<file path="src/rtl/bp_lce_cmd_ingress.sv">
// LCE command ingress FIFO: merges network and loopback commands in order and
// presents them to the LCE with valid->yumi. Optional BP_LCE_CMD_INGRESS_BYPASS_EN.

module bp_lce_cmd_ingress_checker
  (input logic clk_i
  ,input logic reset_n_i
  ,input logic lce_cmd_v_i
  ,input logic lce_cmd_yumi_i
  );

  // The LCE may only consume a command that is being presented.
  yumi_without_valid: assert property (@(posedge clk_i) disable iff (!reset_n_i)
    !(lce_cmd_yumi_i && !lce_cmd_v_i));

endmodule

module bp_lce_cmd_ingress
  #(parameter int msg_width_p = 0
   ,parameter int els_p = 4
   ,localparam int lg_els_lp = (els_p > 1) ? $clog2(els_p) : 1
   ,localparam int cnt_width_lp = ((els_p + 1) > 1) ? $clog2(els_p + 1) : 1
   ,localparam int msg_w_lp = (msg_width_p > 0) ? msg_width_p : 1
   )
  (input  logic                    clk_i
  ,input  logic                    reset_n_i

  ,input  logic [msg_w_lp-1:0]     net_cmd_i
  ,input  logic                    net_cmd_v_i
  ,output logic                    net_cmd_ready_and_o

  ,input  logic [msg_w_lp-1:0]     loop_cmd_i
  ,input  logic                    loop_cmd_v_i
  ,output logic                    loop_cmd_ready_and_o

  ,output logic [msg_w_lp-1:0]     lce_cmd_o
  ,output logic                    lce_cmd_v_o
  ,input  logic                    lce_cmd_yumi_i

  ,output logic [cnt_width_lp-1:0] count_o
  ,output logic                    empty_o
  );

  localparam logic [cnt_width_lp-1:0] els_cnt_lp    = cnt_width_lp'(els_p);
  localparam logic [cnt_width_lp-1:0] els_m1_cnt_lp = cnt_width_lp'(els_p - 1);

  logic [lg_els_lp-1:0]    wptr_r, rptr_r;
  logic [cnt_width_lp-1:0] count_r, count_next_s;
  logic                    init_r;
  logic [msg_w_lp-1:0]     mem_r [els_p];

  logic                    net_enq_s, loop_enq_s;
  logic [1:0]              wr_cnt_s;
  logic [msg_w_lp-1:0]     wr0_data_s, wr1_data_s;
  logic                    rd_adv_s;
  logic                    bypass_take_s;

  // Readiness looks only at the pre-dequeue count, never at valids.
  assign net_cmd_ready_and_o  = init_r & (count_r < els_cnt_lp);
  assign loop_cmd_ready_and_o = init_r & (count_r < els_m1_cnt_lp);

  assign net_enq_s  = net_cmd_v_i & net_cmd_ready_and_o;
  assign loop_enq_s = loop_cmd_v_i & loop_cmd_ready_and_o;

  assign count_next_s = count_r
                      + cnt_width_lp'(net_enq_s)
                      + cnt_width_lp'(loop_enq_s)
                      - cnt_width_lp'(lce_cmd_yumi_i);

`ifdef BP_LCE_CMD_INGRESS_BYPASS_EN
  assign bypass_take_s = (count_r == cnt_width_lp'(0)) & (net_enq_s | loop_enq_s) & lce_cmd_yumi_i;
`else
  assign bypass_take_s = 1'b0;
`endif

  // Write-slot selection: network first, loop second; a bypassed command is never stored.
  always_comb begin
    wr0_data_s = net_enq_s ? net_cmd_i : loop_cmd_i;
    wr1_data_s = loop_cmd_i;
    wr_cnt_s   = {1'b0, net_enq_s} + {1'b0, loop_enq_s};
    rd_adv_s   = lce_cmd_yumi_i;
    if (bypass_take_s) begin
      wr0_data_s = loop_cmd_i;
      wr_cnt_s   = {1'b0, net_enq_s & loop_enq_s};
      rd_adv_s   = 1'b0;
    end else begin
      rd_adv_s   = lce_cmd_yumi_i;
    end
  end

  // Head presentation; with bypass, an empty FIFO forwards the incoming command.
  always_comb begin
    lce_cmd_v_o = (count_r != cnt_width_lp'(0));
    lce_cmd_o   = mem_r[rptr_r];
`ifdef BP_LCE_CMD_INGRESS_BYPASS_EN
    if (count_r == cnt_width_lp'(0)) begin
      lce_cmd_v_o = net_enq_s | loop_enq_s;
      lce_cmd_o   = net_enq_s ? net_cmd_i : loop_cmd_i;
    end else begin
      lce_cmd_v_o = 1'b1;
    end
`endif
  end

  assign count_o = count_r;
  assign empty_o = (count_r == cnt_width_lp'(0));

  // Pointer, count and init state.
  always_ff @(posedge clk_i or negedge reset_n_i) begin
    if (!reset_n_i) begin
      wptr_r  <= lg_els_lp'(0);
      rptr_r  <= lg_els_lp'(0);
      count_r <= cnt_width_lp'(0);
      init_r  <= 1'b0;
    end else begin
      wptr_r  <= wptr_r + lg_els_lp'(wr_cnt_s);
      rptr_r  <= rptr_r + lg_els_lp'(rd_adv_s);
      count_r <= count_next_s;
      init_r  <= 1'b1;
    end
  end

  // Storage is intentionally not reset; count_r gates every read.
  always_ff @(posedge clk_i) begin
    if (wr_cnt_s != 2'd0)
      mem_r[wptr_r] <= wr0_data_s;
    if (wr_cnt_s == 2'd2)
      mem_r[wptr_r + lg_els_lp'(1)] <= wr1_data_s;
  end

  bp_lce_cmd_ingress_checker checker_inst
    (.clk_i          (clk_i)
    ,.reset_n_i      (reset_n_i)
    ,.lce_cmd_v_i    (lce_cmd_v_o)
    ,.lce_cmd_yumi_i (lce_cmd_yumi_i)
    );

endmodule

</file>
<file path="config.mk">
export PLATFORM = sky130hd
export DESIGN_NAME = bp_lce_cmd_ingress
export DESIGN_NICKNAME = d
export VERILOG_FILES = /design/src/rtl/bp_lce_cmd_ingress.sv
export SDC_FILE = /design/constraint.sdc
export NUM_CORES = 1
export LEC_CHECK = 0
export CORE_UTILIZATION = 40
export DETAILED_ROUTE_END_ITERATION = 7
export HOLD_SLACK_MARGIN = 0.06
export SYNTH_ARGS = -nofsm -noshare
export SYNTH_HDL_FRONTEND = slang
export SYNTH_HIERARCHICAL = 1
export SYNTH_SLANG_ARGS = --single-unit
</file>
<file path="constraint.sdc">
create_clock -name clk_i -period 3.98 [get_ports clk_i]
set_input_delay 0.995 -clock clk_i [delete_from_list [all_inputs] [get_ports clk_i]]
set_output_delay 0.995 -clock clk_i [all_outputs]
set_load 0.05 [all_outputs]
</file>
# [Yosys cells after proc, flatten, opt, wreduce, memory -nomap -nowiden]
# Memories as Yosys holds them, arrays and structs flattened.
# Index checks and enable logic that the tools add are counted.
[word_totals] reg_bits=8 mem_bits_rw=4 word_cells=27 mem_count=1
[mem_list] name="mem_r" depth=4 width=1 read_ports=1 rd_ports_with_merged_regs=0 wr=2 line_no="49" rtl="logic [msg_w_lp-1:0] mem_r [els_p];"
[op_classes] add_sub_neg=7 magnitude_cmp=2 eq_ne=1 n_mux=5 bitwise_logic=4 reduce_logical=3
[ops] operator="$add A3 B1 Y3" n=2
[ops] operator="$mux W1" n=5
[ops] operator="$and A1 B1 Y1" n=4
[ops] operator="$logic_not A3 Y1" n=1
[ops] operator="$lt A3 B2 Y1 const B" n=1
[ops] operator="$lt A3 B3 Y1 const B" n=1
[ops] operator="$reduce_bool A3 Y1" n=1
[ops] operator="$sub A3 B1 Y3" n=1
[ops] operator="$add A1 B1 Y2" n=1
[ops] operator="$add A2 B1 Y2" n=1
[ops] operator="$add A2 B1 Y2 const B" n=1
[ops] operator="$add A2 B2 Y2" n=1
[ops] operator="$eq A2 B2 Y1 const B" n=1
[ops] operator="$reduce_bool A2 Y1" n=1

# [Logic depth before layout (Yosys ltp)]
[logic_depth] depth_word=7 depth_mapped=9 ltp_nobuf=9

# [Least setup slack after synthesis]
# No wires, ideal clock.
[synth_path] path_kind="flip-flop to output port" start="register count_r[2], in the netlist count_o[2]" end="output empty_o" arrival_ns=1.653 slack_ns=1.332 path_stages_with_launch=3 path_buffers=0 path_cell_list="dfrtp_1 > or3_1 > inv_1"
[synth_between] elab_chain_cells=1
[synth_rtl] element="start, declared" line_no="47" rtl="logic [cnt_width_lp-1:0] count_r, count_next_s;"
[synth_rtl] element="start signal, assigned" line_no="112" rtl="count_r <= cnt_width_lp'(0);"
[synth_rtl] element="start signal, assigned" line_no="117" rtl="count_r <= count_next_s;"
[synth_rtl] element="$logic_not A3 Y1" line_no="105" rtl="assign empty_o = (count_r == cnt_width_lp'(0));"
[synth_rtl] element="end, declared" line_no="40" rtl=",output logic empty_o"
# No other way between the ends.

# [Final worst setup path]
# Ends and elaborated chain as after synthesis.

==> flow_metrics.py <==
metrics = {
    "floorplan": {
        "io_pins": 15,
        "start_util_pct": 45.3,
        "core_area_um2": 1590,
        "rows": 14,
        "die-area_um2": 1980,
        "die_h_um": 44.5,
        "dieWidth_um": 44.5,
    },
    "sta": {
        "setup_viol": 0,
        "max_freq_ghz": 0.341,
        "rsz0062_at_grt": "no",
        "setup_tns_ns": 0,
        "finalHoldViolations": 0,
        "period_share_pct": 73.6,
        "period_needed_ns": 2.93,
        "tightest_slew_ns": 0.501,
        "slew_headroom_pct": 66.5,
        "slew_viol_final": 0,
        "setup_slack_ns": 1.05,
        "finClkSkew_ns": 0.00160,
    },
    "critical_path": {
        "worstPathArrival_ns": 1.94,
        "rrSetupSlack_ns": 1.85,
        "critPathLaunch": "count_o[2]",
        "r2r_cells": 8,
        "worstSetupEndpoint": "empty_o",
        "crit_type": "reg2out",
        "r2r_end": "count_o[2]",
        "timing.critical_path.to_type": "output pin",
        "reg2reg_from": "count_o[2]",
        "required_ns": 2.98,
        "startpoint_type": "flip-flop",
        "cp_max_fo": 4,
    },
    "placement": {
        "gp_congestion": 0.745,
        "post-place-ws_ns": 0.946,
        "dp_cells": 96,
        "io_buffers": 14,
        "hpwl_um": 872,
    },
    "yosys": {
        "synth_cells": 59,
        "synth_top_cell_area_share_pct": 27.7,
        "ys.flop_type": "dfrtp_1",
        "netlist.top_cell.by_area": "dfrtp_1",
        "yosysUniqueCellTypes": 27,
        "seq_area_frac_synth_pct": 44.4,
        "synth-seq-cells": 12,
        "synth-edff-count": 4,
        "syn-num-nets": 74,
        "syn_avg_cell_area_um2": 12.2,
        "async_flop_share_pct": 66.7,
        "synth_top_cells_by_count": "dfrtp_1, ha_1, inv_1, edfxtp_1",
        "yosysMostFrequentCell": "dfrtp_1",
        "yosys-top-cells-area": "dfrtp_1, edfxtp_1, ha_1",
        "syn_area_um2": 722,
        "ys.warnings.count": 6,
    },
    "global_routing": {
        "met3_usage_pct": 7.35,
        "grtUsageMet1_pct": 15.3,
        "grt_pass1_vias": 419,
        "grt_busiest_layer": "met2",
        "grt_start_max_net_pins": 10,
        "antenna_found_initial": 0,
        "globalRouteOverflowTotal": 0,
        "grt_pass1_wl_mm": 1.81,
        "use_met2_pct": 20.9,
        "grt_usage_pct": 13.4,
    },
    "detailed_routing": {
        "ant_nets": 0,
        "dr_total_vias": 452,
        "drt-total-wl_mm": 1.05,
        "routed_via_density": 4.52,
        "drtPass1Iterations": 2,
        "drt_iter0_markers": 1,
        "drc": 0,
        "post_drt_wl_per_cell_um": 10.5,
    },
    "cells_and_area": {
        "fin_nets": 92,
        "fillerInstances": 145,
        "area.sequential_um2": 320,
        "final_layout_size_suffix_gt1_share_pct": 15.8,
        "instances_no_fill": 100,
        "area_delta_synth_final_pct": 26.2,
        "insertedDiodeCount": 0,
        "multi_input_area_um2": 363,
    },
    "cts": {
        "cts_setup_buffers": 0,
        "htreeDepth": 1,
        "hold_buffers": 0,
        "clk_latency_ns": 0.27,
        "clk_path_buf_depth": 2,
        "cts_tree": "done",
        "clkSlewWorstSetupHoldPaths_ns": 0.07,
        "cts_resized": 0,
        "cts-root-buf": "clkbuf_4",
        "clock_sinks": 12,
        "cts_buffers": 3,
    },
    "status": {
        "status": "finished, final reports clean",
    },
    "pwr": {
        "peakVddDrop_mv": 0.485,
        "powerDensity_nw_per_um2": 754,
        "p_leak_nw": 0.393,
    },
    "worst_hold_path": {
        "min_path_type": "reg2reg",
    },
    "flow_run": {
        "drv_cap": 0,
    },
}
==> routing by layer <==
layer	up-vias	wire, um
met4	0	8
met5	-	0
li1	237	-
met3	2	51
met1	206	497
met2	7	495
==> cell families after synthesis <==
kind of cell | synth area share, %
fa+ha+maj | 14.9
mux | 9.88
other cells | 0.519
flops | 44.4
compound gates | 8.49
xor+xnor | 6.07
simple gates | 10.4
buf+inv | 5.37
==> registers in the layout, indices dropped and copies added (netlist names) <==
| name | cells |
|---|---|
| rptr_r | 2 |
| mem_r | 4 |
| count_o | 3 |
| wptr_r | 2 |
| init_r | 1 |
==> worst max-delay path, cell delays in order (launching register included) <==
cell             delay, ns
dfrtp_1               0.43
or3_1                 0.37
inv_1                 0.06
clkdlybuf4s50_1       0.80
==> cell usage in the layout (no fill, tap or decap), types with 2 or more instances in the layout <==
master           instances
a211oi_1                 2
clkbuf_4                 3
clkdlybuf4s50_1         14
dfrtp_1                  8
edfxtp_1                 4
ha_1                     7
inv_1                    5
mux2_1                   3
nand2_1                  3
nand3_1                  2
o21ai_2                  3
or3_1                    2
xnor2_1                  2
xor2_1                   3
==> final cells by class <==
class,instances,area share [%]
clock buffer,3,2.47
sequential,12,35.2
multi-input combinational,39,39.8
timing repair buffer,14,15.4
inverter,7,3.43
tap,24,3.30
clock inverter,1,0.412
==> how the worst min path moves through the flow <==
stage | endpoint | cells after the start | startpoint
global placement | rptr_r[1] | 1 | rptr_r[1]
detailed placement | rptr_r[1] | 1 | rptr_r[1]
CTS | rptr_r[1] | 1 | rptr_r[1]
finish | rptr_r[1] | 1 | rptr_r[1]
global route | rptr_r[1] | 1 | rptr_r[1]
floorplan | rptr_r[1] | 1 | rptr_r[1]
==> per-stage QoR <==
step	hold WS, ns	power (mW)	util [%]	area [um2]
2_1_floorplan	0.446	0.516	-	722
3_3_place_gp	0.471	0.618	55.5	885
3_5_place_dp	0.475	0.620	55.5	885
4_1_cts	0.490	0.698	57.1	911
5_1_grt	0.500	0.741	57.1	911
6_report	0.480	0.687	57.1	911
==> where the power goes <==
part           total (mW)  internal, mW  switching, mW
clock network      0.0746        0.0363         0.0383
logic               0.379         0.151          0.229
registers           0.233         0.180         0.0533
Note: power is estimated with default switching activity, not from simulation.
